`config.mk`:
```
export PLATFORM = sky130hd
export DESIGN_NAME = dwt_frame_sequencer
export DESIGN_NICKNAME = d
export VERILOG_FILES = /design/src/rtl/dwt97_pkg.sv /design/src/rtl/dwt_frame_sequencer_wrap_counter.sv /design/src/rtl/dwt_frame_sequencer.sv
export SDC_FILE = /design/constraint.sdc
export NUM_CORES = 1
export LEC_CHECK = 0
export CAP_MARGIN = 25
export CORE_AREA = 2 2 137 139
export CTS_BUF_LIST = sky130_fd_sc_hd__clkbuf_16
export DETAILED_ROUTE_END_ITERATION = 10
export DIE_AREA = 0 0 139 141
export HOLD_SLACK_MARGIN = 0.03
export SLEW_MARGIN = 20
export SYNTH_ARGS = -nofsm -noshare
export SYNTH_HDL_FRONTEND = slang
export SYNTH_HIERARCHICAL = 1
export SYNTH_SLANG_ARGS = --single-unit
```
`constraint.sdc`:
```
create_clock -name clk_i -period 10.08 [get_ports clk_i]
set_clock_uncertainty 0.2 [all_clocks]
set_input_delay 1.512 -clock clk_i [delete_from_list [all_inputs] [get_ports clk_i]]
set_output_delay 1.512 -clock clk_i [all_outputs]
set_load 0.005 [all_outputs]
```
`src/rtl/dwt97_pkg.sv`:
```
// Shared constants and types for the DWT 9/7 frame path.
//   ExpandSize  : samples mirrored on each side of a line by the border expander
//   MinLineLen  : shortest line the expander can mirror without folding twice
//   seq_state_t : frame sequencer state encoding
package dwt97_pkg;

  localparam int ExpandSize = 4;
  localparam int MinLineLen = ExpandSize + 1;

  typedef enum logic [1:0] {
    SeqIdle  = 2'd0,
    SeqRun   = 2'd1,
    SeqDrain = 2'd2,
    SeqDone  = 2'd3
  } seq_state_t;

endpackage

```
`src/rtl/dwt_frame_sequencer_wrap_counter.sv`:
```
// Up-counter that wraps to zero after reaching a programmable terminal value.
//   clk_i   : clock
//   rst_i   : synchronous active-high reset
//   clr_i   : synchronous clear (start of a new frame)
//   en_i    : count enable
//   last_i  : terminal value; the enabled increment from here goes to zero
//   count_o : current count
//   wrap_o  : combinational pulse, high when an enabled increment wraps
module dwt_frame_sequencer_wrap_counter #(
  parameter int Width = 12
) (
  input  logic             clk_i,
  input  logic             rst_i,
  input  logic             clr_i,
  input  logic             en_i,
  input  logic [Width-1:0] last_i,
  output logic [Width-1:0] count_o,
  output logic             wrap_o
);

  logic [Width-1:0] count_reg;

  assign wrap_o  = en_i && (count_reg == last_i);
  assign count_o = count_reg;

  always_ff @(posedge clk_i) begin
    if (rst_i || clr_i) begin
      count_reg <= '0;
    end else if (en_i) begin
      count_reg <= wrap_o ? '0 : count_reg + Width'(1);
    end
  end

endmodule

```
`src/rtl/dwt_frame_sequencer.sv`:
```
// Frame controller in front of the DWT 9/7 border expander.
// Latches a frame geometry on start_i, forwards raw sample pairs with sof/eol
// framing, counts completed lines at the expander output and reports done.
//   clk_i, rst_i                  : clock, synchronous active-high reset
//   start_i, cfg_width_i/height_i : frame request and geometry (Idle only)
//   busy_o, done_o, err_o         : status (busy level, done/err pulses)
//   s_valid_i/s_ready_o/s_data_i  : raw pair stream from the source
//   m_valid_o/m_ready_i/m_sof_o/m_eol_o/m_data_o : stream to the expander
//   mon_valid_i/mon_ready_i/mon_eol_i            : expander output tap
module dwt_frame_sequencer
  import dwt97_pkg::*;
#(
  parameter int DataWidth = 16,
  parameter int WidthW    = 12,
  parameter int HeightW   = 12
) (
  input  logic                   clk_i,
  input  logic                   rst_i,
  input  logic                   start_i,
  input  logic [WidthW-1:0]      cfg_width_i,
  input  logic [HeightW-1:0]     cfg_height_i,
  output logic                   busy_o,
  output logic                   done_o,
  output logic                   err_o,
  input  logic                   s_valid_i,
  output logic                   s_ready_o,
  input  logic [2*DataWidth-1:0] s_data_i,
  output logic                   m_valid_o,
  input  logic                   m_ready_i,
  output logic                   m_sof_o,
  output logic                   m_eol_o,
  output logic [2*DataWidth-1:0] m_data_o,
  input  logic                   mon_valid_i,
  input  logic                   mon_ready_i,
  input  logic                   mon_eol_i
);

  localparam logic [WidthW-1:0] MinLen = WidthW'(MinLineLen);

  seq_state_t         state_reg;
  logic [WidthW-1:0]  width_reg;
  logic [HeightW-1:0] height_reg;
  logic [HeightW-1:0] out_rows_reg;
  logic [HeightW-1:0] out_rows_next;
  logic               busy_reg;
  logic               done_reg;
  logic               err_reg;

  logic               run;
  logic               counting;
  logic               cfg_ok;
  logic               accept;
  logic               in_hs;
  logic               mon_hs;
  logic               rows_met;
  logic [WidthW-1:0]  col;
  logic [HeightW-1:0] row;
  logic               col_wrap;
  logic               frame_last;

  assign run      = (state_reg == SeqRun);
  assign counting = run || (state_reg == SeqDrain);
  assign cfg_ok   = (cfg_width_i >= MinLen) && (cfg_height_i != '0);
  assign accept   = (state_reg == SeqIdle) && start_i && cfg_ok;
  assign in_hs    = run && s_valid_i && m_ready_i;
  assign mon_hs   = counting && mon_valid_i && mon_ready_i && mon_eol_i;

  // Termination looks at the count including this cycle's monitored eol, so a
  // final eol landing with the last input beat skips Drain entirely.
  assign out_rows_next = out_rows_reg + HeightW'(mon_hs);
  assign rows_met      = (out_rows_next == height_reg);

  dwt_frame_sequencer_wrap_counter #(.Width(WidthW)) u_col (
    .clk_i   (clk_i),
    .rst_i   (rst_i),
    .clr_i   (accept),
    .en_i    (in_hs),
    .last_i  (width_reg - WidthW'(1)),
    .count_o (col),
    .wrap_o  (col_wrap)
  );

  // The row counter wrapping is exactly the last input beat of the frame.
  dwt_frame_sequencer_wrap_counter #(.Width(HeightW)) u_row (
    .clk_i   (clk_i),
    .rst_i   (rst_i),
    .clr_i   (accept),
    .en_i    (in_hs && col_wrap),
    .last_i  (height_reg - HeightW'(1)),
    .count_o (row),
    .wrap_o  (frame_last)
  );

  always_ff @(posedge clk_i) begin
    if (rst_i) begin
      state_reg    <= SeqIdle;
      width_reg    <= '0;
      height_reg   <= '0;
      out_rows_reg <= '0;
      busy_reg     <= 1'b0;
      done_reg     <= 1'b0;
      err_reg      <= 1'b0;
    end else begin
      done_reg <= 1'b0;
      err_reg  <= 1'b0;
      if (counting) begin
        out_rows_reg <= out_rows_next;
      end
      case (state_reg)
        SeqIdle: begin
          if (start_i) begin
            if (cfg_ok) begin
              width_reg    <= cfg_width_i;
              height_reg   <= cfg_height_i;
              out_rows_reg <= '0;
              busy_reg     <= 1'b1;
              state_reg    <= SeqRun;
            end else begin
              err_reg <= 1'b1;
            end
          end
        end
        SeqRun: begin
          if (frame_last) begin
            if (rows_met) begin
              busy_reg  <= 1'b0;
              done_reg  <= 1'b1;
              state_reg <= SeqDone;
            end else begin
              state_reg <= SeqDrain;
            end
          end
        end
        SeqDrain: begin
          if (rows_met) begin
            busy_reg  <= 1'b0;
            done_reg  <= 1'b1;
            state_reg <= SeqDone;
          end
        end
        SeqDone: begin
          state_reg <= SeqIdle;
        end
        default: begin
          state_reg <= SeqIdle;
        end
      endcase
    end
  end

  // Pure pass-through while running; s_ready_o depends only on m_ready_i.
  assign m_valid_o = run && s_valid_i;
  assign s_ready_o = run && m_ready_i;
  assign m_data_o  = s_data_i;
  assign m_sof_o   = run && (row == '0) && (col == '0);
  assign m_eol_o   = run && (col == width_reg - WidthW'(1));

  assign busy_o = busy_reg;
  assign done_o = done_reg;
  assign err_o  = err_reg;

endmodule

```
# Word level (Yosys, flattened, before mapping)
# Cells that the tools add are included.
# word_totals
register_bits	65
in_bits	64
out_inout_bits	39
# classes
magnitude_cmp	1
eq_ne	10
add_sub_neg	5
n_mux	21
bitwise	2
reduce_logical	26
# op_table
operator	n
2-to-1 mux 12 bit	6
equality test 12 bit	3
adder 12 x 1 -> 12 bit (second input constant)	2
zero test 12 bit	2
subtractor 12 x 1 -> 12 bit (second input constant)	2
logical AND 1 bit	15
adder 12 x 1 -> 12 bit	1
greater-or-equal comparator 12 x 3 -> 1 bit (second input constant)	1
nonzero test 12 bit	1
2-to-1 mux 1 bit	8
2-to-1 mux 2 bit	4
case mux 2 bit (4 select lines)	1
AND reduction 4 bit	2
!= test 2 bit (second input constant)	3
equality test 2 bit (second input constant)	2
case mux 1 bit (3 select lines)	1
AND reduction 3 bit	1
nonzero test 3 bit	1
OR reduction 3 bit	1
equality test 2 x 1 -> 1 bit (second input constant)	1
zero test 2 bit	1
logical OR 1 bit	2
!= test 2 x 1 -> 1 bit (second input constant)	1
NOT 1 bit	2
case mux 1 bit (2 select lines)	1

# Logic depth before layout (Yosys ltp)
# logic_depth
ltp_word	10
depth_mapped	17
ltp_nobuf	15

# Modules after synthesis
# Netlist, hierarchy kept.
# by_module_without_submodules
mod	seq_area_each_um2	cells_per_inst	n_inst	area_each_um2
dwt_frame_sequencer	820.8	366	1	3027.9
dwt_frame_sequencer_wrap_counter	240.2	77	2	703.2

# Least setup slack after synthesis
# Ideal clock, no wire load.
# synth_path
path_kind	reg2reg
startpoint	register width_reg[2]
endpoint	register state_reg[0]
arrival_time_ps	3719
path_slack_ps	6031
path_stages_with_launch	18
setup_ps	130
period_less_slack_ps	4049
required_time_ps	9750
path_cell_list	dfxtp_1 -> or4_4 -> nor4_4 -> nand3_2 -> or3_4 -> xnor2_2 -> xnor2_1 -> nand4_1 -> nor4_4 -> buf_4 -> and2_1 -> nand2_1 -> nor4_4 -> buf_4 -> nor2_1 -> a21oi_1 -> o211a_1 -> o32ai_2
# synth_via
elab_chain_len	7
# synth_rtl
item	line_no	text
start, declared	dwt_frame_sequencer.sv:41	logic [WidthW-1:0] width_reg;
start signal, assigned	dwt_frame_sequencer.sv:113	width_reg <= cfg_width_i;
subtractor 12 x 1 -> 12 bit	dwt_frame_sequencer.sv:78	.last_i (width_reg - WidthW'(1)),
equality test 12 bit	dwt_frame_sequencer_wrap_counter.sv:23	assign wrap_o = en_i && (count_reg == last_i);
logical AND 1 bit	dwt_frame_sequencer_wrap_counter.sv:23	
net col_wrap	dwt_frame_sequencer.sv:58	logic col_wrap;
logical AND 1 bit	dwt_frame_sequencer.sv:88	.en_i (in_hs && col_wrap),
logical AND 1 bit	dwt_frame_sequencer_wrap_counter.sv:23	
net frame_last	dwt_frame_sequencer.sv:59	logic frame_last;
!= test 2 x 1 -> 1 bit (no source line)	n/a	
AND reduction 4 bit (no source line)	n/a	
end signal, assigned	dwt_frame_sequencer.sv:96	state_reg <= SeqIdle;
end signal, assigned	dwt_frame_sequencer.sv:117	state_reg <= SeqRun;
end signal, assigned	dwt_frame_sequencer.sv:128	state_reg <= SeqDone;
end, declared	dwt_frame_sequencer.sv:40	seq_state_t state_reg;
# The timed path passes the listed nets, and every way through them passes these cells.
# A chain may end at the register's enable or synchronous reset.

# Worst setup path after layout
# layout_path
startpoint	register width_reg[0]
endpoint	output port m_eol_o
# layout_via
elab_chain_len	3
# layout_rtl
item	line_no	text
subtractor 12 x 1 -> 12 bit	dwt_frame_sequencer.sv:156	assign m_eol_o = run && (col == width_reg - WidthW'(1));
equality test 12 bit	dwt_frame_sequencer.sv:156	
logical AND 1 bit	dwt_frame_sequencer.sv:156	
end, declared	dwt_frame_sequencer.sv:31	output logic m_eol_o,
# Every way passes these cells.

==> reports/qor.txt <==
STATUS
------------------------------------------------------------------------------------
Result of the run                                                       finished, final reports clean

WORST SETUP PATH
------------------------------------------------------------------------------------
Type of the setup path with the least slack                             flip-flop to output port
Worst setup SP type                                                        flip-flop
Crit path largest cell delay                                                  560 ps
Worst endpoint data arrival time                                             3300 ps
Cell at the slowest stage of the critical path                          sky130_fd_sc_hd__clkdlybuf4s50_1
List of cells traversed by the critical path                            inv_1, ha_1, inv_1, or3_1, xnor2_1, xor2_1, nor4_1, o2111ai_1, nor4_1, clkdlybuf4s50_1
Crit path max fanout                                                               5
Kind of cell adding the most delay to the critical path                 simple AND/OR/NAND/NOR gates
Count of buffer and inverter cells on the critical path                            3
Critical path capture point type                                         output port
Required time at the worst-slack endpoint                                    8370 ps

SYNTH
------------------------------------------------------------------------------------
Synth top cells by count                                                sky130_fd_sc_hd__dfxtp_1 (65), sky130_fd_sc_hd__nor2_1 (50), sky130_fd_sc_hd__xor2_1 (48), sky130_fd_sc_hd__xnor2_1 (44), sky130_fd_sc_hd__buf_4 (34)
FFs w/ async S/R, synth                                                           0%
Sequential cell area fraction in the yosys report                             29.35%
Syn_nets                                                                         594
Average instance area after synthesis                                      8.527 µm²
Most used flip-flop cell after synthesis                                sky130_fd_sc_hd__dfxtp_1
Most instantiated library cell after synthesis                          sky130_fd_sc_hd__dfxtp_1
Cell type with the highest aggregate area in the netlist                sky130_fd_sc_hd__dfxtp_1
Number of enable flip-flop cells after synthesis                                   0
Synthesis Warnings                                                                 6
Yosys cell types                                                                  57
Syn Std Cell Area                                                       0.004434 mm²
Post-Synthesis Cells                                                             520
Flops & latches, synth                                                            65
Fraction of synthesized cell area taken by the top area cell type             29.35%
Top area cells in the synthesized netlist                               sky130_fd_sc_hd__dfxtp_1 (29%), sky130_fd_sc_hd__xor2_1 (9.5%), sky130_fd_sc_hd__xnor2_1 (8.7%)

TIMING
------------------------------------------------------------------------------------
Maximum frequency from static timing analysis                             0.1996 GHz
Final slew viol count                                                              0
Sum of negative setup slack                                                     0 ps
Actual transition at the worst max-transition pin                           920.3 ps
Setup repair after global routing missed its margin                               no
Minimum setup slack in the final design                                      5071 ps
Smallest hold slack                                                         303.2 ps
Final setup vio count                                                              0
Post-layout minimum cycle time                                               5009 ps
Worst slew margin relative to its limit                                       38.46%
Final clock period utilization by the worst path                              49.69%
Fin. Hold Viols                                                                    0

CLOCK NETWORK
------------------------------------------------------------------------------------
Count of clock tree sinks                                                         65
# H-tree levels                                                                    3
Number of buffers created by CTS                                                   9
Number of buffers inserted for hold repair after clock tree synthesis              0
Clock insertion delay at the later pin of the skew report                     330 ps
Clock tree from TritonCTS                                                       done
Resized Gates After CTS                                                            0
Buffer count from post-CTS setup fixing                                            0
Clock root buffer                                                       sky130_fd_sc_hd__clkbuf_16
CTS clock-pin slew for the worst setup and hold paths                          50 ps
Worst-case clock buffer depth                                                      2

FINISH
------------------------------------------------------------------------------------
Layout area overhead                                                          12.92%
Share of final-layout standard cells stronger than drive strength 1           6.408%
Antenna cell count                                                                 0
Final net count                                                                  588
Number of cells in the finished layout apart from fillers                        749

PLACE
------------------------------------------------------------------------------------
Number of port buffers                                                            38
Number of instances in the placed design                                         737
Detailed placement HPWL                                                      7449 µm
Routability Congestion                                                        0.7917
Post-place setup slack                                                       5036 ps

FLOORPLANNING
------------------------------------------------------------------------------------
Die footprint                                                            0.01960 mm²
Number of top-level pins                                                         103
Area of the core                                                         0.01827 mm²
Die Y-Extent                                                                  141 µm
Initial Utilization                                                           24.27%
Width of the die                                                              139 µm
Placement Rows                                                                    50

GLOBAL ROUTING
------------------------------------------------------------------------------------
Global-route wire length before repair                                      17100 µm
Number of global-route vias before repair                                       3347
Number of antenna violations at the first check in global routing                  0
Total global routing track utilization                                        10.74%
Global route overflow                                                              0
Maximum number of pins on one net before global-route repair                      37

POWER AND IR DROP
------------------------------------------------------------------------------------
Worst voltage drop across the vdd grid                                      82.44 µV
PwrDens                                                                 199.6 mW/mm²
Static Leakage                                                           0.001901 µW

RUN
------------------------------------------------------------------------------------
Number of violations of the max-capacitance limit                                  0

DETAILED ROUTING
------------------------------------------------------------------------------------
Remaining routing DRC violations                                                   0
Post-DR wirelength/cell                                                     13.41 µm
Number of detailed-route iterations in the first pass                              4
Final wirelength                                                            10050 µm
Post-DRT Antenna Nets                                                              0
Initial drt markers                                                              160
Via total after detailed routing                                                3423
Average vias per placed instance                                               4.570

HOLD PATH
------------------------------------------------------------------------------------
Hold crit path type                                                     flip-flop to flip-flop

## cell families after synthesis
kind of cell               count (synthesis)  share of synthesized area (%)
and+or+nand+nor                          207                          25.93
xor gates and xnor gates                  93                          18.54
buffers and inverters                     76                          10.13
DFF                                       65                          29.35
AOI/OAI and AO/OA                         41                          6.913
muxes                                     28                          6.321
adders and majority gates                 10                          2.822
## path summary, 6_finish.rpt
check                                     start         endpoint  slack (ps)  depth (start not counted)
worst max-delay path               width_reg[0]          m_eol_o        5070                         10
worst min-delay path            out_rows_reg[0]  out_rows_reg[0]         300                          2
worst max register to register     width_reg[2]     state_reg[1]        5190                         15
worst min register to register  out_rows_reg[0]  out_rows_reg[0]         300                          2
## per-layer routing
layer	vias up	share of wire, %	GRT usage (%)
met5	-	0	0
met4	0	2.1	3.775
met3	13	3.6	2.853
met2	57	45	17.03
met1	1582	49	14.12
li1	1771	-	-
## cells in the final DEF (no fill, tap or decap), drive strengths merged, types with 2 or more instances in the layout
| master | synthesis | routed |
|---|---|---|
| a211o | 3 | 3 |
| a211oi | 5 | 5 |
| a21oi | 7 | 7 |
| a311oi | 2 | 2 |
| a31oi | 2 | 2 |
| and2 | 5 | 5 |
| and3 | 12 | 12 |
| and4 | 4 | 4 |
| buf | 47 | 2 |
| clkbuf | 10 | 9 |
| clkdlybuf4s50 | 0 | 38 |
| dfxtp | 65 | 65 |
| ha | 10 | 10 |
| inv | 19 | 20 |
| mux2i | 28 | 28 |
| nand2 | 27 | 27 |
| nand2b | 6 | 6 |
| nand3 | 20 | 20 |
| nand3b | 4 | 4 |
| nand4 | 16 | 16 |
| nor2 | 50 | 50 |
| nor2b | 2 | 2 |
| nor3 | 28 | 28 |
| nor4 | 19 | 19 |
| o2111ai | 3 | 3 |
| o21ai | 7 | 7 |
| o22ai | 2 | 2 |
| o32ai | 3 | 3 |
| or2 | 3 | 3 |
| or3 | 5 | 5 |
| or4 | 2 | 2 |
| xnor2 | 45 | 45 |
| xor2 | 48 | 48 |
## metrics by stage
stage          instance area, µm²  util [%]  total power [µW]
2_1_floorplan                4434         -             634.7
3_3_place_gp                 4745     25.97             714.8
3_5_place_dp                 4745     25.97             719.9
4_1_cts                      5007     27.41              1013
5_1_grt                      5007     27.41              1070
6_report                     5007     27.41             999.3
## power by group
group	internal [µW]	total [µW]	switching (µW)
logic	187	399	212
registers	280	313	32.8
clock network	184	287	104
## final cells by class
type / instances / area [µm²]
Clock inverter: 3 / 37.54
Multi-Input combinational cell: 379 / 2684
Clock buffer: 9 / 225.2
Inverter: 19 / 71.32
Sequential cell: 65 / 1301
Tap cell: 234 / 292.8
Timing Repair Buffer: 40 / 395.4
Fill cell: 2002 / 13260
## worst register-to-register path, delay by kind of cell (launching register included)
kind / cells / cell delay, ps
DFF: 1 / 350
and+or+nand+nor: 11 / 3500
xor gates and xnor gates: 2 / 360
AOI/OAI and AO/OA: 1 / 240
muxes: 1 / 140
Power figures use the tool's default switching activity.
